**src/rtl/checker_sumador.sv**
```systemverilog
// rtl/checker_sumador.sv - scoreboard checker for a pipelined 4-bit adder
// Optional build macro CHECKER_STOP_ON_ERR_EN: first mismatch halts checking until reset.
module checker_sumador #(
  parameter int LATENCY = 2,
  parameter int CNT_W   = 8
) (
  input  logic             clk,
  input  logic             reset_L,
  input  logic             valid_in,
  input  logic [3:0]       idx,
  input  logic [3:0]       dataA,
  input  logic [3:0]       dataB,
  input  logic [3:0]       idx_dd,
  input  logic [3:0]       sum30_dd,
  output logic             err,
  output logic             err_sticky,
  output logic [CNT_W-1:0] ok_count,
  output logic [CNT_W-1:0] err_count,
  output logic [3:0]       last_err_idx,
  output logic             busy,
  output logic [1:0]       state
);

  typedef enum logic [1:0] {
    IDLE = 2'd0,
    RUN  = 2'd1,
    HALT = 2'd2
  } state_t;

  state_t           state_q;
  logic             vld_q [LATENCY];
  logic [3:0]       tag_q [LATENCY];
  logic [3:0]       sum_q [LATENCY];
  logic             err_q;
  logic             err_sticky_q;
  logic [CNT_W-1:0] ok_count_q;
  logic [CNT_W-1:0] ok_count_d;
  logic [CNT_W-1:0] err_count_q;
  logic [CNT_W-1:0] err_count_d;
  logic [3:0]       last_err_idx_q;
  logic [3:0]       last_err_idx_d;
  logic             busy_q;
  logic             busy_d;
  logic [3:0]       sum_in;
  logic             chk;
  logic             hit;
  logic             miss;

  // The oldest pipeline slot lines up with the adder's response this cycle.
  always_comb begin
    sum_in = dataA + dataB;
    chk    = vld_q[LATENCY-1] && (state_q == RUN);
    hit    = (idx_dd == tag_q[LATENCY-1]) && (sum30_dd == sum_q[LATENCY-1]);
    miss   = chk && !hit;

    ok_count_d = ok_count_q;
    if (chk && hit && (ok_count_q != {CNT_W{1'b1}}))
      ok_count_d = ok_count_q + CNT_W'(1);

    err_count_d    = err_count_q;
    last_err_idx_d = last_err_idx_q;
    if (miss) begin
      last_err_idx_d = tag_q[LATENCY-1];
      if (err_count_q != {CNT_W{1'b1}})
        err_count_d = err_count_q + CNT_W'(1);
    end

    // Busy reflects what will be in flight after this edge, slot LATENCY-1 retiring now.
    busy_d = valid_in;
    for (int i = 0; i < LATENCY - 1; i++)
      busy_d = busy_d | vld_q[i];
  end

  always_ff @(posedge clk or negedge reset_L) begin
    if (!reset_L) begin
      state_q        <= IDLE;
      err_q          <= 1'b0;
      err_sticky_q   <= 1'b0;
      ok_count_q     <= '0;
      err_count_q    <= '0;
      last_err_idx_q <= 4'd0;
      busy_q         <= 1'b0;
      for (int i = 0; i < LATENCY; i++) begin
        vld_q[i] <= 1'b0;
        tag_q[i] <= 4'd0;
        sum_q[i] <= 4'd0;
      end
    end else begin
      vld_q[0] <= valid_in;
      tag_q[0] <= idx;
      sum_q[0] <= sum_in;
      for (int i = 1; i < LATENCY; i++) begin
        vld_q[i] <= vld_q[i-1];
        tag_q[i] <= tag_q[i-1];
        sum_q[i] <= sum_q[i-1];
      end

      err_q          <= miss;
      err_sticky_q   <= err_sticky_q | miss;
      ok_count_q     <= ok_count_d;
      err_count_q    <= err_count_d;
      last_err_idx_q <= last_err_idx_d;
      busy_q         <= busy_d;

      case (state_q)
        IDLE: if (valid_in) state_q <= RUN;
        RUN: begin
`ifdef CHECKER_STOP_ON_ERR_EN
          if (miss) state_q <= HALT;
`else
          state_q <= RUN;
`endif
        end
        default: state_q <= state_q;
      endcase
    end
  end

  assign err          = err_q;
  assign err_sticky   = err_sticky_q;
  assign ok_count     = ok_count_q;
  assign err_count    = err_count_q;
  assign last_err_idx = last_err_idx_q;
  assign busy         = busy_q;
  assign state        = state_q;

endmodule

```
**config.mk**
```make
export PLATFORM = sky130hd
export DESIGN_NAME = checker_sumador
export DESIGN_NICKNAME = d
export VERILOG_FILES = /design/src/rtl/checker_sumador.sv
export SDC_FILE = /design/constraint.sdc
export NUM_CORES = 1
export LEC_CHECK = 0
export CAP_MARGIN = 20
export CORE_MARGIN = 1
export CORE_UTILIZATION = 30
export CTS_BUF_LIST = sky130_fd_sc_hd__clkbuf_8
export DETAILED_ROUTE_END_ITERATION = 6
export DONT_BUFFER_PORTS = 1
export SYNTH_ARGS = -nofsm -noshare
export SYNTH_HDL_FRONTEND = slang
export SYNTH_SLANG_ARGS = --single-unit
```
**constraint.sdc**
```tcl
create_clock -name clk -period 2.55 [get_ports clk]
set_clock_uncertainty 0.2 [all_clocks]
set_input_delay 0.51 -clock clk [delete_from_list [all_inputs] [get_ports clk]]
set_output_delay 0.51 -clock clk [all_outputs]
set_load 0.1 [all_outputs]
```
---- Word level (Yosys, flattened, before mapping) ----
Index checks and enable logic that the tools add are counted.
word-level totals
  output and inout bits ................... 25
  bits in registers ....................... 43
  logic and storage cells ................. 36
operators by class
  reduce and logical (&&, ||, !) cells .... 10
  bitwise logic cells ..................... 2
  muxes and demuxes ....................... 2
  add/subtract/negate cells ............... 3
  equality and inequality tests ........... 6
operator list
  operator                                        number
  adder 8 x 1 -> 8 bit (second input constant)    2
  != test 8 bit (second input constant)           2
  == test 4 bit                                   2
  logical AND 1 bit                               5
  adder 4 bit                                     1
  one-hot mux 2 bit (2 select lines)              1
  AND reduction 2 bit                             2
  == test 2 x 1 -> 1 bit (second input constant)  1
  logical NOT 2 bit                               1
  2-to-1 mux 2 bit                                1
  != test 2 bit (second input constant)           1
  bitwise OR 1 bit                                2
  nonzero test 2 bit                              1
  logical NOT 1 bit                               1

---- Logic depth before layout (Yosys ltp) ----
Gate-level depths: netlist of the first run.
  word-level depth ........................ 5
  mapped depth ............................ 6
  gate-level depth less buffers ........... 6

---- Least setup slack after synthesis of the first run ----
Ideal clock, no wire load.
  kind .................................... reg-to-reg
  start ................................... reg err_count_q[0], in the netlist err_count[0]
  end ..................................... reg err_count_q[4], in the netlist err_count[4]
  stages on the path, launching flop included .. 7
  arrival time ............................ 2.092 ns
  required time ........................... 2.187 ns
  slack ................................... 0.095 ns
  setup time .............................. 0.163 ns
  period minus slack after synthesis ...... 2.455 ns
  cell sequence ........................... dfrtp_1 > ha_1 > nand2_1 > nor2_1 > and3_1 > and4bb_2 > xor2_1
between the ends
  longest elaborated chain between the ends .. 2
  elaborated cells on any way between the ends .. 3
  classes of those cells .................. 1 x add/sub; 1 x eq/ne; 1 x reduce/logical
RTL lines
  item                                                          line  source
  start, declared                                               38    logic [CNT_W-1:0] err_count_q;
  start signal, assigned                                        101   err_count_q <= err_count_d;
  branches (longest 2 deep; another with adder 8 x 1 -> 8 bit)  n/a
Parallel ways; which one is timed is not known.
A chain may end at the register's enable or synchronous reset.

---- Worst setup path in the final report of the first run ----
  start ................................... reg sum_q[1] (netlist name)
  end ..................................... reg err_count_q[7], in the netlist err_count[7]
between the ends
  longest elaborated chain between the ends .. 5
RTL lines
  item                             line  source
  start, declared                  33    logic [3:0] sum_q [LATENCY];
  start signal, assigned by index  95    sum_q[i] <= sum_q[i-1];
  == test 4 bit                    53    hit = (idx_dd == tag_q[LATENCY-1]) && (sum30_dd == sum_q[LATENCY-1]);
  logical AND 1 bit                53
  logical NOT 1 bit                54    miss = chk && !hit;
  logical AND 1 bit                54
  AND reduction 2 bit (no line)    n/a
Every way passes these cells.

==> summary.md, run 1 <==
- **Peak supply drop** 0.463 mV
- **warning count from the yosys run** 0
- **destination of the worst hold path** vld_q[1]$_DFF_PN0_
- **Worst setup EP type** register
- **RePlAce Congestion** 0.821
- **commonest non-fill, non-tap cell in the layout** sky130_fd_sc_hd__dfrtp_1
- **fraction of the cycle the final worst path needs** 81.0%
- **global route overflow** 0
- **largest cells by area after synthesis** sky130_fd_sc_hd__dfrtp_1 (59%), sky130_fd_sc_hd__xnor2_1 (6.4%), sky130_fd_sc_hd__ha_1 (3.5%)
- **worst min-delay path startpoint** valid_in
- **cell at the root of the clock tree** sky130_fd_sc_hd__clkbuf_8
- **Die Y** 78.9 microns
- **Antenna Nets Post-Route** 0
- **number of flip-flops and latches in the synthesized netlist** 42
- **gate count after technology mapping** 131
- **area used by multi-input combinational logic** 697 sq um
- **RR Endpoint** err_count[7]$_DFFE_PN0P_
- **first-pass detailed-route iteration total** 4
- **FF+latch area** 1050 sq um
- **Clock Latency Late Sink** 0.28 ns
- **max-cap viol count** 0
- **Fmax** 484 MHz
- **area added between synthesis and finish** 18.1%
- **slew at the pin with the worst max-slew slack** 0.923 ns
- **number of setup buffers added after CTS** 0
- **Total GRT Usage** 11.7%
- **number of DRC violations after detailed routing** 0
- **CP Max Fanout** 12
- **most used cells in the layout excluding fill and tap cells** sky130_fd_sc_hd__dfrtp_1 (42), sky130_fd_sc_hd__buf_4 (19), sky130_fd_sc_hd__xnor2_1 (13), sky130_fd_sc_hd__nand3_1 (10), sky130_fd_sc_hd__nand2_1 (6)
- **first-pass GRT wire length** 5.46 mm
- **pre-CTS setup slack** 0.379 ns
- **level count of the clock H-tree** 2
- **share of post-route cells with drive strength above 1** 27.4%
- **antenna violations before repair** 0
- **setup repair after global routing missed its margin** no
- **count of port buffers added during placement** 0
- **number of cells traversed by the worst register-to-register path** 5
- **top_reg_cell synth** sky130_fd_sc_hd__dfrtp_1
- **Finish-stage setup viols** 0
- **pin count of the biggest net entering global routing** 43
- **half-perimeter wire length of the detailed placement result** 2.54 mm
- **Worst-path clk slew** 0.07 ns
- **crit path launch type** register
- **number of cells upsized or downsized after cts** 0
- **Final Slew Violations** 0
- **number of cell rows** 27
- **Post-synth ARST share** 100%
- **arrival time of the worst setup path** 2.04 ns
- **diodes inserted** 0
- **register-to-register path setup slack** 0.48 ns
- **count of hold-fix buffers inserted at cts** 2
- **starting utilization of the core area** 31.6%
- **Tightest Hold Check Type** primary input to register
- **number of clock sinks** 42
- **count of fill cells added during filler insertion** 566
- **share of the yosys chip area belonging to registers** 59.2%
- **number of failing hold endpoints at the final stage** 0
- **power per cell area** 974 nW/um^2
- **nets in the synthesized netlist** 160
- **synthesized area divided by synthesized cell count** 13.5 sq um
- **required arrival time at the worst endpoint** 2.52 ns
- **beginning of the critical path** sum_q[1]$_DFF_PN0_
- **Reg2Reg Launch Point** sum_q[1]$_DFF_PN0_
- **IO Pins** 48
- **Static Leak** 0.933 nW
- **number of cells on the worst hold path** 0
- **Crit Path Class** register to register
- **die area** 6230 sq um
- **slew margin rel.** 38.5%
- **Core Box Area** 5610 sq um
- **count of unique library cells instantiated by Yosys** 32
- **post-DR vias/cell** 4.60
- **number of flops mapped to enable cells by yosys** 0
- **routed wire length** 3.35 mm
- **outcome** finished clean
- **clock buffers created by TritonCTS** 5
- **clock tree from TritonCTS** done
- **area fraction of the dominant cell type after synthesis** 59.2%
- **number of global-route vias before repair** 1143
- **cell type with the highest aggregate area in the netlist** sky130_fd_sc_hd__dfrtp_1
- **floorplan die width** 78.9 microns
- **number of DRC markers after the initial detailed-route iteration** 48
- **# nets final** 186
- **final worst slack** 0.484 ns
- **final critical path time including I/O delays and setup** 2.07 ns
- **buffer levels on the longest clock path** 2
- **WL per Instance** 14.6 microns
- **Sum Neg Setup Slack** 0 ns
- **cell area after synthesis** 1770 sq um
- **total via count after detailed routing** 1053
[kinds of logic (layout without fill, tap and decap cells)]
group	after synthesis	in the layout	synth area share (%)
AOI/OAI and AO/OA	11	11	4.30
xor gates and xnor gates	20	20	10.7
adders and majority gates	6	6	4.65
buffers and inverters	4	30	1.48
DFF	42	42	59.2
muxes	7	7	5.29
other	1	1	0.211
and+or+nand+nor	40	40	14.1
[critical path, stage by stage (launching register included)]
cell,delay [ns]
sky130_fd_sc_hd__dfrtp_1,0.39
sky130_fd_sc_hd__xnor2_1,0.21
sky130_fd_sc_hd__nand4_2,0.22
sky130_fd_sc_hd__o21a_1,0.41
sky130_fd_sc_hd__nand4_1,0.18
sky130_fd_sc_hd__mux2_2,0.34
[power breakdown]
part | internal [mW] | leakage [nW] | switching [mW]
registers | 0.760 | 0.506 | 0.122
clock network | 0.180 | 0.0466 | 0.204
logic | 0.180 | 0.381 | 0.593
total | 1.12 | 0.933 | 0.919
[synth_stat cells (all sizes together), types with 3 or more instances]
master   n
nand4    5
xnor2   15
or2      3
nor3     3
xor2     5
dfrtp   42
mux2     7
ha       5
nor2     4
a21oi    4
nand3   10
nand2    6
[per-stage QoR]
| stage | std cells | area, sq um | power [mW] | hold slack, ns | utilization, % |
|---|---|---|---|---|---|
| after floorplan | 131 | 1770 | 1.50 | 0.0144 | - |
| after global placement | 220 | 1990 | 1.64 | 0.0155 | 35.5 |
| after detailed placement | 220 | 1990 | 1.66 | 0.0155 | 35.5 |
| after CTS | 229 | 2090 | 2.07 | 0.0398 | 37.3 |
| after global routing | 229 | 2090 | 2.13 | 0.0322 | 37.3 |
| final | 229 | 2090 | 2.04 | 0.0492 | 37.3 |
[layer usage]
metal,global-route usage (%),vias to the layer above,routed length [microns]
met5,0,-,0
met4,4.73,0,38
met3,5.17,4,287
met2,18.6,35,1600
met1,13.7,511,1420
li1,-,503,-
[worst max-delay path by stage]
stage,end,slack (ns),cells after the start
floorplan,err_count[4]$_DFFE_PN0P_,0.1,6
global placement,err_count[7]$_DFFE_PN0P_,0.43,5
detailed placement,err_count[7]$_DFFE_PN0P_,0.38,5
CTS,err_count[7]$_DFFE_PN0P_,0.47,5
global route,err_count[7]$_DFFE_PN0P_,0.37,5
finish,err_count[7]$_DFFE_PN0P_,0.48,5
[flip-flops by register name, indices dropped and copies added, names as in the netlist]
| register | count |
|---|---|
| busy | 1 |
| err | 1 |
| err_count | 8 |
| err_sticky | 1 |
| last_err_idx | 4 |
| ok_count | 8 |
| state | 1 |
| sum_q | 8 |
| tag_q | 8 |
| vld_q | 2 |
[final cells by class]
type	count	area share, %
Multi-Input combinational cell	85	33.3
Inverter	2	0.358
Timing Repair Buffer	21	8.24
Clock inverter	2	0.358
Sequential cell	42	50.2
Clock buffer	5	3.29
Tap cell	72	4.30
Power figures use the tool's default switching activity.
==> run 2: changes to the inputs <==
clock period = 1.9 ns   (was 2.55 ns; I/O delays follow)
==> summary.md, run 2 (synthesized netlist as in run 1, its figures left out) <==
- **required arrival time at the worst endpoint** 1.91 ns
- **half-perimeter wire length of the detailed placement result** 2.58 mm
- **fraction of the cycle the final worst path needs** 95.8%
- **final instance area** 2380 sq um
- **die area** 6230 sq um
- **floorplan die width** 78.9 microns
- **antenna violations before repair** 0
- **number of failing hold endpoints at the final stage** 0
- **Final Slew Violations** 0
- **number of clock sinks** 42
- **starting utilization of the core area** 31.6%
- **share of post-route cells with drive strength above 1** 48.9%
- **FF+latch area** 1090 sq um
- **clock buffers created by TritonCTS** 5
- **area added between synthesis and finish** 34.3%
- **final total power** 2.94 mW
- **Die Y** 78.9 microns
- **count of port buffers added during placement** 0
- **Fmax** 550 MHz
- **Antenna Nets Post-Route** 0
- **global route overflow** 0
- **arrival time of the worst setup path** 1.83 ns
- **max-cap viol count** 0
- **Tightest Hold Check Type** primary input to register
- **diodes inserted** 0
- **outcome** finished clean
- **post-DR vias/cell** 4.72
- **pre-CTS setup slack** 0.0293 ns
- **RePlAce Congestion** 0.742
- **commonest non-fill, non-tap cell in the layout** sky130_fd_sc_hd__buf_4
- **Worst setup EP type** register
- **Total GRT Usage** 11.8%
- **Clock Latency Late Sink** 0.29 ns
- **final worst slack** 0.0803 ns
- **register-to-register path setup slack** 0.08 ns
- **area used by multi-input combinational logic** 783 sq um
- **power per cell area** 1230 nW/um^2
- **pin count of the biggest net entering global routing** 43
- **final critical path time including I/O delays and setup** 1.82 ns
- **CP Max Fanout** 4
- **buffer levels on the longest clock path** 2
- **setup repair after global routing missed its margin** yes
- **WL per Instance** 13.8 microns
- **first-pass GRT wire length** 5.58 mm
- **count of fill cells added during filler insertion** 551
- **Worst-path clk slew** 0.08 ns
- **crit path launch type** register
- **Crit Path Class** register to register
- **most used cells in the layout excluding fill and tap cells** sky130_fd_sc_hd__buf_4 (29), sky130_fd_sc_hd__dfrtp_1 (25), sky130_fd_sc_hd__nand3_1 (10), sky130_fd_sc_hd__dfrtp_2 (10), sky130_fd_sc_hd__xnor2_1 (9)
- **Static Leak** 1.02 nW
- **Finish-stage setup viols** 0
- **first-pass detailed-route iteration total** 4
- **clock tree from TritonCTS** done
- **routed wire length** 3.38 mm
- **level count of the clock H-tree** 2
- **Peak supply drop** 0.918 mV
- **# nets final** 202
- **Placement Cell Area** 2160 sq um
- **total via count after detailed routing** 1161
- **IO Pins** 48
- **number of DRC violations after detailed routing** 0
- **number of global-route vias before repair** 1249
- **cell at the root of the clock tree** sky130_fd_sc_hd__clkbuf_8
- **Core Box Area** 5610 sq um
- **number of DRC markers after the initial detailed-route iteration** 41
- **number of cell rows** 27
run 2: cell count changes in the layout (fill, tap and decap cells not counted), moves of 2 or more:
cell	change
sky130_fd_sc_hd__dfrtp_4	+7
sky130_fd_sc_hd__buf_4	+10
sky130_fd_sc_hd__inv_1	-2
sky130_fd_sc_hd__dfrtp_2	+10
sky130_fd_sc_hd__xnor2_2	+4
sky130_fd_sc_hd__and3_1	-2
sky130_fd_sc_hd__and3_4	+2
sky130_fd_sc_hd__dfrtp_1	-17
sky130_fd_sc_hd__dlygate4sd3_1	+5
sky130_fd_sc_hd__xnor2_1	-4
run 2: final cells by class:
type                            instances  share of cell area, %
Tap cell                               72                   3.78
Sequential cell                        42                   45.7
Clock inverter                          2                  0.525
Timing Repair Buffer                   37                   13.3
Inverter                                2                  0.315
Multi-Input combinational cell         85                   32.9
Clock buffer                            6                   3.47
run 2: final timing paths:
kind	cells after the start	startpoint	to
max in group asynchronous	2	reset_L	state[0]$_DFFE_PN0P_
worst max-delay path	7	tag_q[2]$_DFF_PN0_	ok_count[6]$_DFFE_PN0P_
worst min register to register	0	tag_q[4]$_DFF_PN0_	tag_q[0]$_DFF_PN0_
worst min-delay path	1	dataB[0]	sum_q[4]$_DFF_PN0_
worst max register to register	7	tag_q[2]$_DFF_PN0_	ok_count[6]$_DFFE_PN0P_
min in group asynchronous	2	reset_L	err_count[1]$_DFFE_PN0P_
run 2: worst max-delay path: stages, from the launching register on:
cell	delay, ns
sky130_fd_sc_hd__dfrtp_1	0.41
sky130_fd_sc_hd__xnor2_2	0.15
sky130_fd_sc_hd__nand4_2	0.14
sky130_fd_sc_hd__buf_6	0.15
sky130_fd_sc_hd__nor4_4	0.33
sky130_fd_sc_hd__buf_4	0.18
sky130_fd_sc_hd__a21oi_2	0.04
sky130_fd_sc_hd__a31oi_1	0.14
run 2: metal layers:
layer / routed length (microns) / GRT usage [%]
met1: 1300 / 12.4
met2: 1770 / 21.1
met3: 302 / 5.63
met4: 12 / 3.27
met5: 0 / 0
run 2: power by group:
part	internal [mW]	switching (mW)
logic	0.311	0.859
registers	1.05	0.133
clock network	0.292	0.291
run 2: stage by stage:
stage	utilization, %	TNS, ns	hold slack [ns]	cells
2_1_floorplan	-	-0.146	-0.116	131
3_3_place_gp	38.6	0	-0.114	231
3_5_place_dp	38.6	0	-0.115	231
4_1_cts	41.8	0	0.0196	246
5_1_grt	42.5	-0.00261	0.0210	246
6_report	42.5	0	0.0288	246
run 2: timing repair:
action / in CTS / in global routing
buffers inserted: 0 / 0
hold buffers: 7 / 0
resized for setup: 0 / 6
hold endpoints to repair: 49 / 0
setup endpoints to repair: 0 / 3
==> run 3: changes to the inputs <==
CORE_MARGIN = default   (was 1)
==> results of run 3 <==
The final DEF is identical to that of run 2; final timing and power are the same.
